**config.mk**
```make
export PLATFORM = sky130hd
export DESIGN_NAME = tt_sweep
export DESIGN_NICKNAME = d
export VERILOG_FILES = /design/src/rtl/tt_sweep.sv
export SDC_FILE = /design/constraint.sdc
export NUM_CORES = 1
export LEC_CHECK = 0
export CAP_MARGIN = 5
export CORE_UTILIZATION = 46
export DETAILED_ROUTE_END_ITERATION = 16
export PLACE_DENSITY = 0.74
export SLEW_MARGIN = 20
export SYNTH_ARGS = -nofsm -noshare
export SYNTH_HDL_FRONTEND = slang
export SYNTH_SLANG_ARGS = --single-unit
```
**constraint.sdc**
```tcl
create_clock -name clk -period 2.05 [get_ports clk]
set_clock_uncertainty 0.15 [all_clocks]
set_input_delay 0.41 -clock clk [delete_from_list [all_inputs] [get_ports clk]]
set_output_delay 0.41 -clock clk [all_outputs]
set_load 0.005 [all_outputs]
```
**src/rtl/tt_sweep.sv**
```systemverilog
// tt_sweep: walks a combinational truth-table function through every input
// combination, samples its output after a settle delay, and scores the
// captured table against an expected vector latched at start.
module tt_sweep #(
    parameter int unsigned N_IN    = 3,
    parameter int unsigned SETTLE  = 1,
    parameter int unsigned REVERSE = 0
) (
    input  logic                 clk,
    input  logic                 rst_n,
    input  logic                 start,
    input  logic                 clear,
    input  logic [2**N_IN-1:0]   expected,
    input  logic                 y,
    output logic [N_IN-1:0]      sel,
    output logic                 busy,
    output logic                 done,
    output logic [2**N_IN-1:0]   captured,
    output logic                 pass,
    output logic [N_IN:0]        err_count,
    output logic [N_IN-1:0]      first_bad,
    output logic                 bad_valid
);

    localparam int unsigned ROWS = 2**N_IN;
    localparam int unsigned WCW  = 4;
    localparam logic [WCW-1:0]  WAIT_LAST = WCW'(SETTLE - 1);
    localparam logic [N_IN-1:0] IDX_LAST  = N_IN'(ROWS - 1);

    typedef enum logic [1:0] {
        S_IDLE   = 2'd0,
        S_WAIT   = 2'd1,
        S_SAMPLE = 2'd2
    } state_t;

    state_t            state;
    state_t            state_nxt;
    logic [N_IN-1:0]   idx;
    logic [WCW-1:0]    wcnt;
    logic [ROWS-1:0]   exp_q;

    logic              accept_c;
    logic              wait_done_c;
    logic              sample_c;
    logic              last_c;
    logic              miss_c;

    // Row index to select pattern; REVERSE serves functions wired MSB-first.
    function automatic logic [N_IN-1:0] map_sel(input logic [N_IN-1:0] i);
        logic [N_IN-1:0] r;
        r = i;
        if (REVERSE != 0) begin
            for (int b = 0; b < int'(N_IN); b++) begin
                r[b] = i[int'(N_IN) - 1 - b];
            end
        end
        return r;
    endfunction

    // State register.
    always_ff @(posedge clk or negedge rst_n) begin
        if (!rst_n) begin
            state <= S_IDLE;
        end else begin
            state <= state_nxt;
        end
    end

    // Next-state logic; clear aborts from any state and beats start.
    always_comb begin
        state_nxt = state;
        if (clear) begin
            state_nxt = S_IDLE;
        end else begin
            case (state)
                S_IDLE:   if (start) state_nxt = S_WAIT;
                S_WAIT:   if (wcnt == WAIT_LAST) state_nxt = S_SAMPLE;
                S_SAMPLE: state_nxt = (idx == IDX_LAST) ? S_IDLE : S_WAIT;
                default:  state_nxt = S_IDLE;
            endcase
        end
    end

    // Decoded control strobes for the datapath.
    always_comb begin
        accept_c    = 1'b0;
        wait_done_c = 1'b0;
        sample_c    = 1'b0;
        last_c      = 1'b0;
        miss_c      = 1'b0;
        if (!clear) begin
            accept_c    = (state == S_IDLE) && start;
            wait_done_c = (state == S_WAIT) && (wcnt == WAIT_LAST);
            sample_c    = (state == S_SAMPLE);
            last_c      = sample_c && (idx == IDX_LAST);
            miss_c      = sample_c && (y != exp_q[idx]);
        end
    end

    // Sweep datapath: row stepping, capture, scoring and handshake.
    always_ff @(posedge clk or negedge rst_n) begin
        if (!rst_n) begin
            idx       <= '0;
            wcnt      <= '0;
            exp_q     <= '0;
            sel       <= '0;
            busy      <= 1'b0;
            done      <= 1'b0;
            captured  <= '0;
            pass      <= 1'b0;
            err_count <= '0;
            first_bad <= '0;
            bad_valid <= 1'b0;
        end else begin
            done <= 1'b0;
            if (clear) begin
                busy <= 1'b0;
                pass <= 1'b0;
            end else if (accept_c) begin
                exp_q     <= expected;
                idx       <= '0;
                wcnt      <= '0;
                sel       <= map_sel('0);
                captured  <= '0;
                err_count <= '0;
                first_bad <= '0;
                bad_valid <= 1'b0;
                pass      <= 1'b0;
                busy      <= 1'b1;
            end else if (state == S_WAIT) begin
                wcnt <= wait_done_c ? '0 : wcnt + 1'b1;
            end else if (sample_c) begin
                captured[idx] <= y;
                if (miss_c) begin
                    err_count <= err_count + 1'b1;
                    if (!bad_valid) begin
                        first_bad <= idx;
                        bad_valid <= 1'b1;
                    end
                end
                if (last_c) begin
                    busy <= 1'b0;
                    done <= 1'b1;
                    pass <= (err_count == '0) && !miss_c;
                end else begin
                    idx <= idx + 1'b1;
                    sel <= map_sel(idx + 1'b1);
                end
            end
        end
    end

endmodule

```
# Word-level counts from Yosys, hierarchy flattened
# Index checks and enable logic that the tools add are counted.
[word_totals] inputBits=13 out_inout_bits=22 register_bits=36
[classes] n_mux=53 n_reduce_logical=23 magnitude_cmp=2 n_bitwise=1 n_eq_ne=10 n_addsub=3
[ops] operator="2-to-1 mux 4 bit" n=7
[ops] operator="2-to-1 mux 1 bit" n=27
[ops] operator="2-to-1 mux 3 bit" n=9
[ops] operator="2-to-1 mux 8 bit" n=3
[ops] operator="adder 4 x 1 -> 4 bit, second input constant" n=2
[ops] operator="bitwise mux 8 bit" n=1
[ops] operator="logical NOT 4 bit" n=2
[ops] operator="AND reduction 4 bit" n=2
[ops] operator="logical AND 1 bit" n=6
[ops] operator="2-to-1 mux 2 bit" n=3
[ops] operator="!= test 3 bit, second input constant" n=2
[ops] operator="one-hot mux 2 bit (3 select lines)" n=1
[ops] operator="AND reduction 2 bit" n=3
[ops] operator="AND reduction 3 bit" n=2
[ops] operator="nonzero test 2 bit" n=3
[ops] operator="nonzero test 3 bit" n=2
[ops] operator="AND reduction 5 bit" n=1
[ops] operator="< comparator 3 x 4 -> 1 bit, second input constant" n=1
[ops] operator="!= test 2 bit, second input constant" n=2
[ops] operator="adder 3 x 1 -> 3 bit, second input constant" n=1
[ops] operator="binary-select mux 1 bit (select 3 bit)" n=1
[ops] operator="demux 1 bit (select 3 bit)" n=1
[ops] operator="equality test 3 bit, second input constant" n=1
[ops] operator="greater-or-equal comparator 3 x 1 -> 1 bit, second input constant" n=1
[ops] operator="other kinds (8)" n=8

# Longest topological paths before layout
[depth] word_depth=12 depth_mapped=7 mapped_depth_nobuf=6

# Least setup slack after synthesis
# Ideal clock, no wire load.
[synth_timing] path_kind="register to register" startpoint="register idx[0]" endpoint="register err_count[3]" setup_time_ns=0.122 slack_ns=-0.214 required_time_ns=1.778 path_buffers=0 t_arrival_ns=1.993 synth_period_minus_slack_ns=2.264 path_stages_with_launch=6 cell_sequence="dfrtp_1 -> mux4_1 -> mux2_4 -> xnor2_4 -> or3_1 -> a32o_1"
[synth_between] elab_chain_len=7
[synth_rtl] element="from (decl)" line_no="38" rtl="logic [N_IN-1:0] idx;"
[synth_rtl] element="from (signal assigned)" line_no="146" rtl="idx <= idx + 1'b1;"
[synth_rtl] element="binary-select mux 1 bit (select 3 bit)" line_no="96" rtl="miss_c = sample_c && (y != exp_q[idx]);"
[synth_rtl] element="2-to-1 mux 1 bit (implied by the code)" line_no="96"
[synth_rtl] element="!= test 1 bit" line_no="96"
[synth_rtl] element="logical AND 1 bit" line_no="96"
[synth_rtl] element="2-to-1 mux 1 bit" line_no="91" rtl="if (!clear) begin"
[synth_rtl] element="nonzero test 2 bit (no source line)"
[synth_rtl] element="AND reduction 4 bit (no source line)"
[synth_rtl] element="to (signal assigned)" line_no="135" rtl="err_count <= err_count + 1'b1;"
[synth_rtl] element="to (decl)" line_no="20" rtl="output logic [N_IN:0] err_count,"
# No other way between the ends. The select of a mux whose other input is x is not followed.
# A chain may end at the register's enable or synchronous reset.

# Worst setup path after layout
[layout_timing] startpoint="register idx[0]" endpoint="register err_count[0]"
# Same word-level chain as after synthesis.

==> key figures <==
Logic synthesis
  – Number of enable flip-flop cells after synthesis: 0
  – Synthesized area: 0.00179 mm2
  – Mapped Cells: 182
  – Post-Synth XOR/XNOR Area: 2.44%
  – Simple-Gate Fraction of Synth Area: 17.7%
  – Async set-or-reset flop fraction in the synthesized netlist: 100%
  – Unique masters post-synth: 38
  – Mapped Nets: 201
  – Post-synthesis mux area share: 4.88%
  – Register area share after synthesis: 50.2%
  – Syn. warnings: 0
  – Largest family of logic cells by synthesized area: simple AND/OR/NAND/NOR gates
  – Yosys reg bits: 36
  – Top FF cell, synth: dfrtp_1
  – Avg Cell Area, Syn: 9.85 um2
  – Synth Area in Compound Gates: 16.5%
  – Adder-Cell Fraction of Synth Area: 4.19%

Setup path
  – CP Max Fanout: 4
  – Critical path endpoint: err_count[0]
  – Slowest CP cell: mux4_2
  – Worst reg-to-reg setup slack: -0.18 ns
  – Crit Path Category: flop to flop
  – CP cell instances: mux4_2, mux2_4, buf_6, xor2_4, mux2i_2, o22ai_2
  – R2R Path Start: idx[0]
  – Crit path arrival time: 2.25 ns
  – Launch point of the worst path: idx[0]
  – Worst r2r dst: err_count[0]
  – Startpoint types: flop
  – Worst R2R Path Depth: 6
  – Req. time, crit path: 2.07 ns
  – Slowest cell delay on critical path: 0.52 ns
  – CP Capture Type: flop

GRT
  – Global router's overall resource usage: 21.8%
  – GRT busiest layer: met2
  – Overflow after GRT: 0
  – Met1 GRT Util: 26.0%
  – Grt met3 use: 4.58%
  – Initial antenna violation count: 0
  – First-pass GRT wire length: 6.83 mm
  – Met2 GRT Util: 36.6%
  – Vias in the first global route: 1512
  – Largest net degree at the start of global routing: 37

STA
  – Setup Viol. Count Final: 8
  – PnR worst setup slack: -0.181 ns
  – Fin. Hold Viols: 0
  – Worst-case hold slack: 0.327 ns
  – Fin. max-slew vios: 0
  – Period utilization: 109%
  – Slew at the pin with the worst max-slew slack: 0.462 ns
  – RSZ-0062 raised after global routing: yes
  – Final min period: 2.23 ns
  – Max_slew headroom: 69.0%
  – Fmax: 448 MHz

Layout
  – Final Net Count: 249
  – FILL cells: 312
  – Post-Route Utilization: 65.1%
  – N_diodes: 0
  – Ratio of cells with drive above 1 in the final layout: 15.6%
  – Area of the multi-input gates: 843 um2
  – Layout area overhead: 33.9%
  – Register Area: 902 um2
  – Most frequent cells in the layout: nand2_1 (36), dfrtp_1 (35), clkdlybuf4s50_1 (34)
  – Commonest non-fill, non-tap cell in the layout: nand2_1

Place
  – DP HPWL: 2.89 mm
  – PortBufs: 34
  – Routability congestion estimate: 0.816

Pwr
  – LEAKAGE: 1.06 nW
  – PwrDens: 1080 mW/mm2
  – VDD IR-drop max: 0.527 mV

Clocking
  – Register clock-pin slew on the reported worst setup and hold paths: 0.07 ns
  – CTS Sinks: 36
  – Skew-Pair Late Insertion Delay: 0.29 ns
  – TritonCTS clock tree: done
  – Root buffer cell: clkbuf_8
  – Clock Path Buffers: 2
  – Htree depth: 2
  – Number of CTS-inserted buffers: 5

Floorplanning
  – Initial Utilization: 48.6%
  – Site Rows: 22
  – Core area: 0.00369 mm2
  – Ports: 35
  – Die H: 64.4 um
  – Die Area: 0.00415 mm2
  – Die width: 64.4 um

Routing
  – Drt via density: 5.40
  – Drt total wl: 4.01 mm
  – Post-DRT Antenna Nets: 0
  – Via count: 1507
  – DRC Markers: 0
  – DR iter-0 viols: 90
  – First-pass iteration count of the detailed router: 4
  – Drt wl/cell: 14.4 um

Hold path
  – Hold Path Class: flop to flop

Job
  – Max Cap Viol: 0

Outcome
  – Outcome: complete, but fails checks
  – Failing checks: setup timing
[what timing repair did]
item,4_1_cts,5_1_grt
pin swaps,2,3
setup endpoints to repair,9,9
hold buffers,0,0
gates resized for setup,2,4
endpoints found under the hold margin,0,0
buffers inserted,0,0
[cell families (layout without fill, tap and decap cells)]
group,count (synthesis),after routing
compound gates,47,47
xor+xnor,2,2
fa+ha+maj,6,6
buf+inv,19,68
flops,36,36
mux,5,5
simple gates,67,67
[critical path, delay by kind of cell, from the launching register on]
| kind | cells | cell delay [ns] |
|---|---|---|
| AOI/OAI and AO/OA | 1 | 0.11 |
| xor gates and xnor gates | 1 | 0.18 |
| buffers and inverters | 1 | 0.13 |
| DFF | 1 | 0.41 |
| muxes | 3 | 1.12 |
[final cells by class]
class,instances,share of cell area [%]
repair buffers,50,19.9
well taps,48,2.50
clock inverters,1,0.208
clock buffers,7,3.18
flip-flops and latches,36,37.6
inverters,10,1.56
multi-input cells,127,35.1
[cells in the mapped netlist, types with 2 or more instances]
| library cell | count | share of area [%] |
|---|---|---|
| dfrtp_1 | 36 | 50 |
| nand2_1 | 36 | 7.5 |
| o21ai_0 | 19 | 5.3 |
| inv_1 | 9 | 1.9 |
| clkbuf_1 | 8 | 1.7 |
| nand3_1 | 7 | 2.0 |
| nor2_1 | 7 | 1.5 |
| ha_1 | 6 | 4.2 |
| a21oi_1 | 5 | 1.4 |
| a31oi_1 | 4 | 1.4 |
| nor3_1 | 4 | 1.1 |
| a22o_1 | 3 | 1.5 |
| a32o_1 | 3 | 1.7 |
| o21a_1 | 3 | 1.3 |
| mux2i_1 | 2 | 1.1 |
| mux4_1 | 2 | 2.9 |
| nand4_1 | 2 | 0.70 |
| nor2b_1 | 2 | 0.70 |
| nor3b_1 | 2 | 0.84 |
| o21ai_1 | 2 | 0.56 |
| o22ai_1 | 2 | 0.70 |
| o31ai_1 | 2 | 0.84 |
[how the worst min path moves through the flow]
stage / from / end / slack (ns) / depth (start not counted)
2_1_floorplan: rst_n / bad_valid / -0.04 / 0
3_3_place_gp: exp_q[7] / exp_q[7] / 0.31 / 2
3_5_place_dp: exp_q[4] / exp_q[4] / 0.31 / 2
4_1_cts: exp_q[4] / exp_q[4] / 0.33 / 2
5_1_grt: exp_q[4] / exp_q[4] / 0.34 / 2
6_report: exp_q[4] / exp_q[4] / 0.33 / 2
[state kept, by name (all words and copies together), names as in the netlist]
register	cells
captured	8
exp_q	8
err_count	4
wcnt	4
first_bad	3
idx	3
state	2
bad_valid	1
busy	1
done	1
pass	1
[where the power goes]
group | leakage [nW] | switching (mW) | internal, mW
Combinational | 0.543 | 0.511 | 0.591
Sequential | 0.477 | 0.142 | 0.865
Clock | 0.0422 | 0.247 | 0.238
[stage by stage]
step / power [mW] / cells / setup TNS (ns) / cell area (um2) / worst slack, ns
after floorplan: 1.60 / 182 / -0.369 / 1790 / -0.123
after global placement: 2.00 / 271 / -0.552 / 2280 / -0.101
after detailed placement: 2.05 / 271 / -1.24 / 2280 / -0.174
after CTS: 2.57 / 279 / -1.25 / 2380 / -0.160
after global routing: 2.76 / 279 / -1.67 / 2400 / -0.233
final: 2.59 / 279 / -1.14 / 2400 / -0.181
[routing by layer]
metal  vias up  share of wire [%]
met5         -                  0
met4         0                2.8
met3        13                4.1
met2        43                 50
met1       715                 43
li1        736                  -
Power figures use the tool's default switching activity.
